[config.mk]
export PLATFORM = sky130hd
export DESIGN_NAME = p03_bcd_time_counter
export DESIGN_NICKNAME = d
export VERILOG_FILES = /design/src/rtl/p03_clock_pkg.sv /design/src/rtl/p03_bcd_digit_pair.sv /design/src/rtl/p03_bcd_time_counter.sv
export SDC_FILE = /design/constraint.sdc
export NUM_CORES = 1
export LEC_CHECK = 0
export CELL_PAD_IN_SITES_DETAIL_PLACEMENT = 0
export CELL_PAD_IN_SITES_GLOBAL_PLACEMENT = 1
export CORE_AREA = 2 2 83 69
export CTS_BUF_LIST = sky130_fd_sc_hd__clkbuf_4
export DETAILED_ROUTE_END_ITERATION = 8
export DIE_AREA = 0 0 85 71
export GPL_ROUTABILITY_DRIVEN = 0
export PLACE_DENSITY = 0.68
export REMOVE_ABC_BUFFERS = 1
export SLEW_MARGIN = 25
export SYNTH_ARGS = -nofsm -noshare
export SYNTH_HDL_FRONTEND = slang
export SYNTH_SLANG_ARGS = --single-unit
[constraint.sdc]
create_clock -name clk -period 2.35 [get_ports clk]
set_input_delay 0.47 -clock clk [delete_from_list [all_inputs] [get_ports clk]]
set_output_delay 0.47 -clock clk [all_outputs]
set_load 0.1 [all_outputs]
[src/rtl/p03_clock_pkg.sv]
// Shared constants for the BCD time-of-day counter: digit width, field limits,
// reset times and a helper that splits a binary field value into two BCD digits.
package p03_clock_pkg;

  localparam int BCD_W = 4;

  localparam int SEC_MAX    = 59;
  localparam int MIN_MAX    = 59;
  localparam int HRS_MAX_24 = 23;
  localparam int HRS_MAX_12 = 12;
  localparam int HRS_MIN_12 = 1;
  localparam int FIELD_MIN  = 0;

  localparam int SEC_RESET    = 0;
  localparam int MIN_RESET    = 0;
  localparam int HRS_RESET_24 = 0;
  localparam int HRS_RESET_12 = 12;

  typedef struct packed {
    logic [BCD_W-1:0] d1;
    logic [BCD_W-1:0] d0;
  } bcd_pair_t;

  function automatic bcd_pair_t to_bcd_pair(input int unsigned value);
    bcd_pair_t pair;
    pair.d1 = BCD_W'(value / 10);
    pair.d0 = BCD_W'(value % 10);
    return pair;
  endfunction

endpackage

[src/rtl/p03_bcd_digit_pair.sv]
// Two-digit BCD counter running MIN_VAL..MAX_VAL. wrap flags the increment that
// takes the value from MAX_VAL back to MIN_VAL so the caller can build a carry.
module p03_bcd_digit_pair
  import p03_clock_pkg::*;
#(
  parameter int MIN_VAL   = 0,
  parameter int MAX_VAL   = 59,
  parameter int RESET_VAL = 0
) (
  input  logic             clk,
  input  logic             reset,
  input  logic             inc,
  output logic [BCD_W-1:0] d1,
  output logic [BCD_W-1:0] d0,
  output logic             wrap
);

  localparam bcd_pair_t MIN_BCD   = to_bcd_pair(MIN_VAL);
  localparam bcd_pair_t MAX_BCD   = to_bcd_pair(MAX_VAL);
  localparam bcd_pair_t RESET_BCD = to_bcd_pair(RESET_VAL);

  bcd_pair_t value_reg;
  bcd_pair_t value_next;
  logic      at_max;

  assign at_max = (value_reg == MAX_BCD);
  assign wrap   = inc & at_max;

  always_comb begin
    value_next = value_reg;
    if (inc) begin
      if (at_max) begin
        value_next = MIN_BCD;
      end else if (value_reg.d0 == BCD_W'(9)) begin
        value_next.d0 = '0;
        value_next.d1 = value_reg.d1 + BCD_W'(1);
      end else begin
        value_next.d0 = value_reg.d0 + BCD_W'(1);
      end
    end
  end

  always_ff @(posedge clk) begin
    if (reset) begin
      value_reg <= RESET_BCD;
    end else begin
      value_reg <= value_next;
    end
  end

  assign d1 = value_reg.d1;
  assign d0 = value_reg.d0;

endmodule

[src/rtl/p03_bcd_time_counter.sv]
// HH:MM:SS wall-clock counter in BCD. The 1 Hz tick ripples seconds->minutes->hours;
// set pulses bump a single field with no carry and take priority over the tick.
module p03_bcd_time_counter
  import p03_clock_pkg::*;
#(
  parameter int HOURS_24 = 1
) (
  input  logic             clk,
  input  logic             reset,
  input  logic             clk_en,
  input  logic             sec_tick,
  input  logic             adj_hrs,
  input  logic             adj_min,
  input  logic             adj_sec,
  output logic [BCD_W-1:0] hrs_d1,
  output logic [BCD_W-1:0] hrs_d0,
  output logic [BCD_W-1:0] min_d1,
  output logic [BCD_W-1:0] min_d0,
  output logic [BCD_W-1:0] sec_d1,
  output logic [BCD_W-1:0] sec_d0,
  output logic             min_rollover
);

  localparam int HRS_LO    = (HOURS_24 != 0) ? FIELD_MIN    : HRS_MIN_12;
  localparam int HRS_HI    = (HOURS_24 != 0) ? HRS_MAX_24   : HRS_MAX_12;
  localparam int HRS_RESET = (HOURS_24 != 0) ? HRS_RESET_24 : HRS_RESET_12;

  logic any_adj;
  logic tick_qual;
  logic sec_inc;
  logic sec_wrap;
  logic sec_carry;
  logic min_inc;
  logic min_wrap;
  logic min_carry;
  logic hrs_inc;
  logic day_wrap_unused;
  logic min_rollover_reg;

  // A set pulse in the same cycle swallows the tick entirely.
  assign any_adj   = adj_hrs | adj_min | adj_sec;
  assign tick_qual = clk_en & sec_tick & ~any_adj;

  assign sec_inc   = (clk_en & adj_sec) | tick_qual;
  assign sec_carry = sec_wrap & tick_qual;
  assign min_inc   = (clk_en & adj_min) | sec_carry;
  assign min_carry = min_wrap & sec_carry;
  assign hrs_inc   = (clk_en & adj_hrs) | min_carry;

  p03_bcd_digit_pair #(
    .MIN_VAL   (FIELD_MIN),
    .MAX_VAL   (SEC_MAX),
    .RESET_VAL (SEC_RESET)
  ) u_sec (
    .clk   (clk),
    .reset (reset),
    .inc   (sec_inc),
    .d1    (sec_d1),
    .d0    (sec_d0),
    .wrap  (sec_wrap)
  );

  p03_bcd_digit_pair #(
    .MIN_VAL   (FIELD_MIN),
    .MAX_VAL   (MIN_MAX),
    .RESET_VAL (MIN_RESET)
  ) u_min (
    .clk   (clk),
    .reset (reset),
    .inc   (min_inc),
    .d1    (min_d1),
    .d0    (min_d0),
    .wrap  (min_wrap)
  );

  // Hours are the last field; their wrap has nothing downstream to feed.
  p03_bcd_digit_pair #(
    .MIN_VAL   (HRS_LO),
    .MAX_VAL   (HRS_HI),
    .RESET_VAL (HRS_RESET)
  ) u_hrs (
    .clk   (clk),
    .reset (reset),
    .inc   (hrs_inc),
    .d1    (hrs_d1),
    .d0    (hrs_d0),
    .wrap  (day_wrap_unused)
  );

  // Strobes when a tick-driven seconds wrap starts a new minute.
  always_ff @(posedge clk) begin
    if (reset) begin
      min_rollover_reg <= 1'b0;
    end else begin
      min_rollover_reg <= sec_carry;
    end
  end

  assign min_rollover = min_rollover_reg;

endmodule

==> qor.log, run 1 <==
INFO  global_route   grt_start_max_net_pins=25
INFO  run_status     run_status=finished, final reports clean
INFO  yosys          synth_compound_gate_area_share=19.90%
INFO  power          ir_drop=0.2446mV
INFO  global_route   groute.layer.met3.usage=3.151%
INFO  drt            detailroute.via_count=1383
INFO  clocking       cts-buffers-inserted=3
INFO  yosys          post_synth_inst_count=168
INFO  worst_setup_path critical_path.cell_chain=clkdlybuf4s50_1 -> or3b_4 -> or4_4 -> or4_1 -> nand4_1
INFO  drt            routed_via_count_divided_by_cell_count=5.029
INFO  global_route   grt_pass1_vias=1328
INFO  power          power_frac_seq=53.7%
INFO  finish         fillCellCount=555
INFO  yosys          async_reset_ff_share=0%
INFO  die            die_area=6035um2
INFO  yosys          muxShareOfSynthArea=4.890%
INFO  yosys          yosys.area_share.adder=10.12%
INFO  worst_setup_path worstPathArrival=2.52ns
INFO  clocking       worstSkewPairLatency=0.33ns
INFO  yosys          largest_family_of_logic_cells_by_synthesized_area=simple AND/OR/NAND/NOR gates
INFO  worst_setup_path path_delay_family=simple AND/OR/NAND/NOR gates
INFO  power          p_clk_share=26.0%
INFO  clocking       cts-hold-fix-buffers=0
INFO  timing         worst_slew_pin_slew=0.3552ns
INFO  worst_setup_path worstPathRequired=2.63ns
INFO  timing         finalCritPeriodShare=95.37%
INFO  drt            wire_per_inst=13.69um
INFO  timing         timing.fmax=446.2MHz
INFO  worst_setup_path crit_path_launch_type=primary input
INFO  yosys          ys_seq_area_share=33.73%
INFO  clocking       cts_repair_resize_count=0
INFO  timing         rsz0062_at_grt=no
INFO  die            die-width=85um
INFO  power          power_switching_share=31.88%
INFO  drt            drcViolationCount=0
INFO  power          p_leak=0.0008109uW
INFO  yosys          synth_top_flop_cell=sky130_fd_sc_hd__dfxtp_1
INFO  min_path       hold_class=reg -> reg
INFO  die            ioPinCount=32
INFO  clocking       clock_tree.buffer_depth=2
INFO  power          power.net_switching=265.0uW
INFO  clocking       tritoncts=done
INFO  finish         nets=230
INFO  timing         maxSlewHeadroom=76.21%
INFO  global_route   grtUsageMet2=20.14%
INFO  yosys          post_synth_instance_area=1484um2
INFO  global_route   grt_pass1_wl=6.561mm
INFO  global_route   grt_remaining_overflow=0
INFO  yosys          ys_types=46
INFO  power          power_per_cell_area=428.3nW/um2
INFO  worst_setup_path max_stage_delay_on_crit_path=0.57ns
INFO  timing         final-max-slew-violation-count=0
INFO  global_route   grtUsageMet1=18.97%
INFO  power          p_comb_share=20.4%
INFO  global_route   global_route.usage.total=13.10%
INFO  placement      dp_hpwl=2.732mm
INFO  placement      place.port_buffers=31
INFO  worst_setup_path crit_path_end_kind=flip-flop
INFO  yosys          synth-xor-area-share=1.771%
INFO  yosys          synth-seq-cells=25
INFO  finish         mostFrequentLayoutCells=sky130_fd_sc_hd__buf_4, sky130_fd_sc_hd__dfxtp_1, sky130_fd_sc_hd__nor2_1, sky130_fd_sc_hd__ha_1, sky130_fd_sc_hd__nand2_1
INFO  die            core.rowCount=24
INFO  timing         final-setup-viol-count=0
INFO  power          post-layout-total-power=831.1uW
INFO  die            initial_utilization=28.24%
INFO  timing         hold_viol_final=0
INFO  worst_setup_path sum_of_buffers_and_inverters_on_the_critical_path=1
INFO  global_route   grt_antenna_before_repair=0
INFO  drt            detailedRoute.firstPassIterationCount=4
INFO  drt            drt_iter0_drc=66
INFO  worst_setup_path crit_path_max_fanout=7
INFO  die            core_area=5255um2
INFO  finish         multi_input_area=918.4um2
INFO  finish         antenna-diode-count=0
INFO  clocking       clock_tree.htree_level_count=1
INFO  timing         period_minus_slack=2.241ns
INFO  finish         post_route_cells_drive_above_1_share=25.71%
INFO  flow_run       max_cap_viol_count=0
INFO  clocking       cts.sink_count=25
INFO  clocking       worst_setup_hold_path_clk_slew=0.15ns
INFO  worst_setup_path ws_path_type=in -> reg
INFO  timing         worst_hold_slack=0.5307ns
INFO  worst_setup_path worst_path_max_delay_cell=sky130_fd_sc_hd__or4_4
INFO  die            die_y=71um
INFO  drt            totalWireLength=3.766mm
INFO  clocking       clockRootBuffer=sky130_fd_sc_hd__clkbuf_4
INFO  yosys          yosys_warnings=0
INFO  yosys          synth_area_per_cell=8.833um2
INFO  global_route   globalRoute.busiestLayer=met2
INFO  yosys          post_synth_and_or_nand_nor_area_fraction=24.70%
INFO  drt            antenna_violating_nets_post_route=0
INFO  yosys          synth_enable_flop_cells=0
INFO  finish         regArea=500.5um2
INFO  finish         areaGrowthSynthToFinish=30.78%
INFO  finish         most_common_cell_after_layout_fill_and_taps_aside=sky130_fd_sc_hd__buf_4
INFO  timing         worst_clock_skew=0.009194ns
INFO  clocking       cts.repair_timing.setup_buffer_count=0
INFO  power          internal-power=566.1uW
==> layout make-up <==
cell class,count,share of cell area [%]
Sequential cell,25,25.79
Timing Repair Buffer,47,19.60
Multi-Input combinational cell,126,47.32
Clock buffer,4,1.547
Inverter,8,1.547
Tap cell,65,4.191
==> per-layer routing <==
metal / share of wire (%) / up-vias
li1: - / 717
met1: 54 / 644
met2: 42 / 20
met3: 3.3 / 2
met4: 0.56 / 0
met5: 0 / -
==> worst reg2reg max path, cell delays in order, from the launching register on <==
cell and delay (ns):
sky130_fd_sc_hd__dfxtp_1 0.47, sky130_fd_sc_hd__ha_1 0.22, sky130_fd_sc_hd__nand3b_1 0.17, sky130_fd_sc_hd__or4_4 0.57
sky130_fd_sc_hd__or4_1 0.53, sky130_fd_sc_hd__nand4_1 0.09
==> cell usage after synthesis (2+ instances only) <==
library cell                instances  area (um2)
sky130_fd_sc_hd__nor3_1             3       15.01
sky130_fd_sc_hd__o211ai_1           6       45.04
sky130_fd_sc_hd__or3_1              6       37.54
sky130_fd_sc_hd__o2111ai_1          2       17.52
sky130_fd_sc_hd__mux2_2             2       22.52
sky130_fd_sc_hd__a31o_2             4       35.03
sky130_fd_sc_hd__a31oi_1            4       25.02
sky130_fd_sc_hd__xor2_1             2       17.52
sky130_fd_sc_hd__nor4_1             2       12.51
sky130_fd_sc_hd__nand3b_1           3       22.52
sky130_fd_sc_hd__a311oi_1           2       17.52
sky130_fd_sc_hd__nand3_1            7       35.03
sky130_fd_sc_hd__a21oi_1            4       20.02
sky130_fd_sc_hd__nand2_1           11       41.29
sky130_fd_sc_hd__and3b_1            5       43.79
sky130_fd_sc_hd__nor2b_1            3       18.77
sky130_fd_sc_hd__o21ai_0            3       15.01
sky130_fd_sc_hd__nor2_1            13       48.80
sky130_fd_sc_hd__nand4_1            3       18.77
sky130_fd_sc_hd__o41ai_1            4       35.03
sky130_fd_sc_hd__ha_1              12       150.1
sky130_fd_sc_hd__and3_1             2       12.51
sky130_fd_sc_hd__clkbuf_1           5       18.77
sky130_fd_sc_hd__or4_1              2       15.01
sky130_fd_sc_hd__dfxtp_1           25       500.5
sky130_fd_sc_hd__buf_1              2       7.510
sky130_fd_sc_hd__inv_1              8       30.03
sky130_fd_sc_hd__mux2i_1            5       50.05
==> through the flow <==
stage	setup TNS [ns]	cell area [um2]	instances	utilization [%]	worst slack, ns
after floorplan	-7.683	1441	159	-	-0.8550
after detailed placement	-1.374	1911	271	36.36	-0.2550
after global routing	0	1941	275	36.93	0.06722
final	0	1941	275	36.93	0.1087
after CTS	0	1941	275	36.93	0.1097
after global placement	-1.406	1911	271	36.36	-0.2215
==> power groups by stage <==
stage / registers [uW] / logic [uW] / clock network (uW)
6_report: 446 / 169 / 216
5_1_grt: 449 / 182 / 250
4_1_cts: 446 / 170 / 227
3_5_place_dp: 456 / 169 / 0
3_3_place_gp: 454 / 170 / 0
2_1_floorplan: 517 / 42.5 / 0
==> path summary, 6_finish.rpt <==
path	to	slack, ns	cells past startpoint	startpoint
worst min register to register	u_hrs.d0[1]	0.53	2	u_hrs.d0[1]
worst max-delay path	u_hrs.d1[3]	0.11	5	sec_tick
worst min-delay path	u_hrs.d0[1]	0.53	2	u_hrs.d0[1]
worst max register to register	u_hrs.d1[3]	0.26	5	u_sec.d1[0]
==> kinds of logic (layout without fill, tap and decap cells) <==
family,count (synthesis),in the layout
and+or+nand+nor,65,65
AOI/OAI and AO/OA,39,39
DFF,25,25
buffers and inverters,17,59
adders and majority gates,12,12
muxes,7,7
xor gates and xnor gates,3,3
(Power assumes the default switching activity.)
==> run 2: changes to the inputs <==
GPL_TIMING_DRIVEN = 1   (was not set)
PLACE_DENSITY = not set   (was 0.68)
PLACE_DENSITY_LB_ADDON = 0.3   (was not set)
==> run 2 against run 1 <==
Against the previous run: final cell count grew 0.73%; critical path depth did not move; die area is the same; global-route usage shrank 0.49 points; count of clock-buffer cells in the layout shrank 1; largest cell class unchanged; highest routed layer unchanged.
==> qor.log, run 2 (synthesis results as in run 1) <==
INFO  power          p_leak=0.0008210uW [+1.2%]
INFO  finish         areaGrowthSynthToFinish=31.62%
INFO  timing         timing.fmax=449.3MHz [+0.69%]
INFO  finish         multi_input_area=918.4um2 [unchanged]
INFO  clocking       cts.sink_count=25 [unchanged]
INFO  clocking       clockRootBuffer=sky130_fd_sc_hd__clkbuf_4
INFO  global_route   grt_remaining_overflow=0 [unchanged]
INFO  clocking       cts_repair_resize_count=0 [unchanged]
INFO  global_route   grt_start_max_net_pins=24 [-4.0%]
INFO  min_path       worstHoldPathCells=2 [unchanged]
INFO  drt            detailedRoute.firstPassIterationCount=4 [unchanged]
INFO  power          ir_drop=0.2781mV [+14%]
INFO  worst_setup_path worstPathRequired=2.59ns [-0.04 ns]
INFO  clocking       clock_tree.htree_level_count=1 [unchanged]
INFO  finish         nets=232 [+0.87%]
INFO  timing         postLayoutSetupSlackWorst=0.1242ns [+0.01544 ns]
INFO  die            die_area=6035um2 [unchanged]
INFO  power          p_clk_share=25.3% [-0.7 points]
INFO  finish         regArea=500.5um2 [unchanged]
INFO  die            die_y=71um [unchanged]
INFO  worst_setup_path worstPathArrival=2.47ns [-0.05 ns]
INFO  timing         rsz0062_at_grt=no
INFO  drt            drcViolationCount=0 [unchanged]
INFO  finish         finish.instance_area=1953um2 [+0.64%]
INFO  finish         post_route_cells_drive_above_1_share=26.42% [+0.70 points]
INFO  power          power.net_switching=271.2uW [+2.4%]
INFO  die            ioPinCount=32 [unchanged]
INFO  drt            antenna_violating_nets_post_route=0 [unchanged]
INFO  timing         finalCritPeriodShare=94.72% [-0.66 points]
INFO  clocking       cts-buffers-inserted=3 [unchanged]
INFO  clocking       worst_setup_hold_path_clk_slew=0.15ns [about the same]
INFO  timing         worst_slew_pin_slew=0.4158ns [+0.06052 ns]
INFO  clocking       clock_tree.buffer_depth=2 [unchanged]
INFO  clocking       worstSkewPairLatency=0.33ns [about the same]
INFO  worst_setup_path worstRegToRegCells=5 [unchanged]
INFO  placement      place.port_buffers=31 [unchanged]
INFO  timing         final-setup-viol-count=0 [unchanged]
INFO  timing         maxSlewHeadroom=72.15% [-4.1 points]
INFO  global_route   grt_antenna_before_repair=0 [unchanged]
INFO  worst_setup_path crit_path_max_fanout=7 [unchanged]
INFO  placement      dp_worst_setup_slack=-0.2560ns [-0.0009950 ns]
INFO  timing         worst_hold_slack=0.5244ns [-0.006298 ns]
INFO  drt            routed_via_count_divided_by_cell_count=5.213 [+3.7%]
INFO  placement      place_area=1926um2 [+0.79%]
INFO  finish         fillCellCount=546 [-1.6%]
INFO  power          internal-power=553.6uW [-2.2%]
INFO  drt            drt_iter0_drc=124 [+88%]
INFO  global_route   global_route.usage.total=12.61% [-0.49 points]
INFO  timing         hold_viol_final=0 [unchanged]
INFO  finish         antenna-diode-count=0 [unchanged]
INFO  drt            detailroute.via_count=1444 [+4.4%]
INFO  drt            totalWireLength=3.781mm [+0.40%]
INFO  clocking       cts.repair_timing.setup_buffer_count=0 [unchanged]
INFO  drt            wire_per_inst=13.65um [-0.33%]
INFO  timing         worst_clock_skew=0.002027ns [-0.007167 ns]
INFO  timing         period_minus_slack=2.226ns [-0.01544 ns]
INFO  run_status     run_status=finished, final reports clean
INFO  worst_setup_path ws_path_type=in -> reg
INFO  worst_setup_path crit_path_end_kind=flip-flop
INFO  timing         final-max-slew-violation-count=0 [unchanged]
INFO  min_path       hold_class=reg -> reg
INFO  power          power_switching_share=32.88% [+1.0 points]
INFO  global_route   grt_pass1_vias=1255 [-5.5%]
INFO  die            core.rowCount=24 [unchanged]
INFO  placement      dp_hpwl=2.830mm [+3.6%]
INFO  global_route   grt_pass1_wl=6.196mm [-5.6%]
INFO  die            initial_utilization=28.24% [unchanged]
INFO  power          power_per_cell_area=422.3nW/um2 [-1.4%]
INFO  clocking       tritoncts=done
INFO  finish         mostFrequentLayoutCells=sky130_fd_sc_hd__buf_4, sky130_fd_sc_hd__dfxtp_1, sky130_fd_sc_hd__nor2_1, sky130_fd_sc_hd__ha_1, sky130_fd_sc_hd__nand2_1
INFO  die            die-width=85um [unchanged]
INFO  clocking       cts-hold-fix-buffers=0 [unchanged]
INFO  worst_setup_path crit_path_launch_type=primary input
INFO  die            core_area=5255um2 [unchanged]
INFO  timing         totalNegativeSetupSlack=0ns [unchanged]
INFO  power          p_comb_share=20.7% [+0.3 points]
INFO  finish         most_common_cell_after_layout_fill_and_taps_aside=sky130_fd_sc_hd__buf_4
INFO  power          power_frac_seq=54.0% [+0.3 points]
INFO  power          post-layout-total-power=824.8uW [-0.75%]
INFO  flow_run       max_cap_viol_count=0 [unchanged]
## run 2: cell types whose count changed in the layout (fill, tap and decap cells not counted), sizes merged
cell,before,now
buf,41,43
clkbuf,4,3
clkinv,0,1
## run 2: cell type report
class                      instances  area share [%]
inverter                           8           1.537
multi-input combinational        126           47.02
clock buffer                       3           1.153
clock inverter                     1          0.2562
tap                               65           4.164
sequential                        25           25.62
timing repair buffer              49           20.24
## run 2: power groups by stage
stage               sequential [uW]  combinational, uW  clock, uW
floorplan                       517               42.5          0
global route                    448                181        239
detailed placement              455                170          0
finish                          445                171        209
CTS                             446                171        222
global placement                455                172          0
## run 2: critical path, stage by stage
cell                              delay (ns)
sky130_fd_sc_hd__clkdlybuf4s50_1        0.46
sky130_fd_sc_hd__or3b_4                 0.38
sky130_fd_sc_hd__or4_4                  0.57
sky130_fd_sc_hd__o21ai_0                0.24
sky130_fd_sc_hd__mux2_2                 0.35
## run 2: routing by layer
metal,GRT usage (%),up-vias,wire length (um)
met2,18.40,39,1570
met1,18.75,681,1997
met3,3.501,2,191
li1,-,722,-
met4,2.116,0,21
met5,0,-,0
## run 2: worst paths after layout
check / start / end / slack [ns]
hold reg to reg: u_sec.d1[1] / u_sec.d1[1] / 0.52
hold / removal: u_sec.d1[1] / u_sec.d1[1] / 0.52
setup reg to reg: u_sec.d1[0] / u_hrs.d1[2] / 0.24
setup / recovery: sec_tick / u_hrs.d1[2] / 0.12
## run 2: stage by stage
| step | utilization, % | std cells |
|---|---|---|
| finish | 37.17 | 277 |
| global route | 37.17 | 277 |
| CTS | 37.17 | 277 |
| detailed placement | 36.64 | 273 |
| global placement | 36.64 | 273 |
| floorplan | - | 159 |
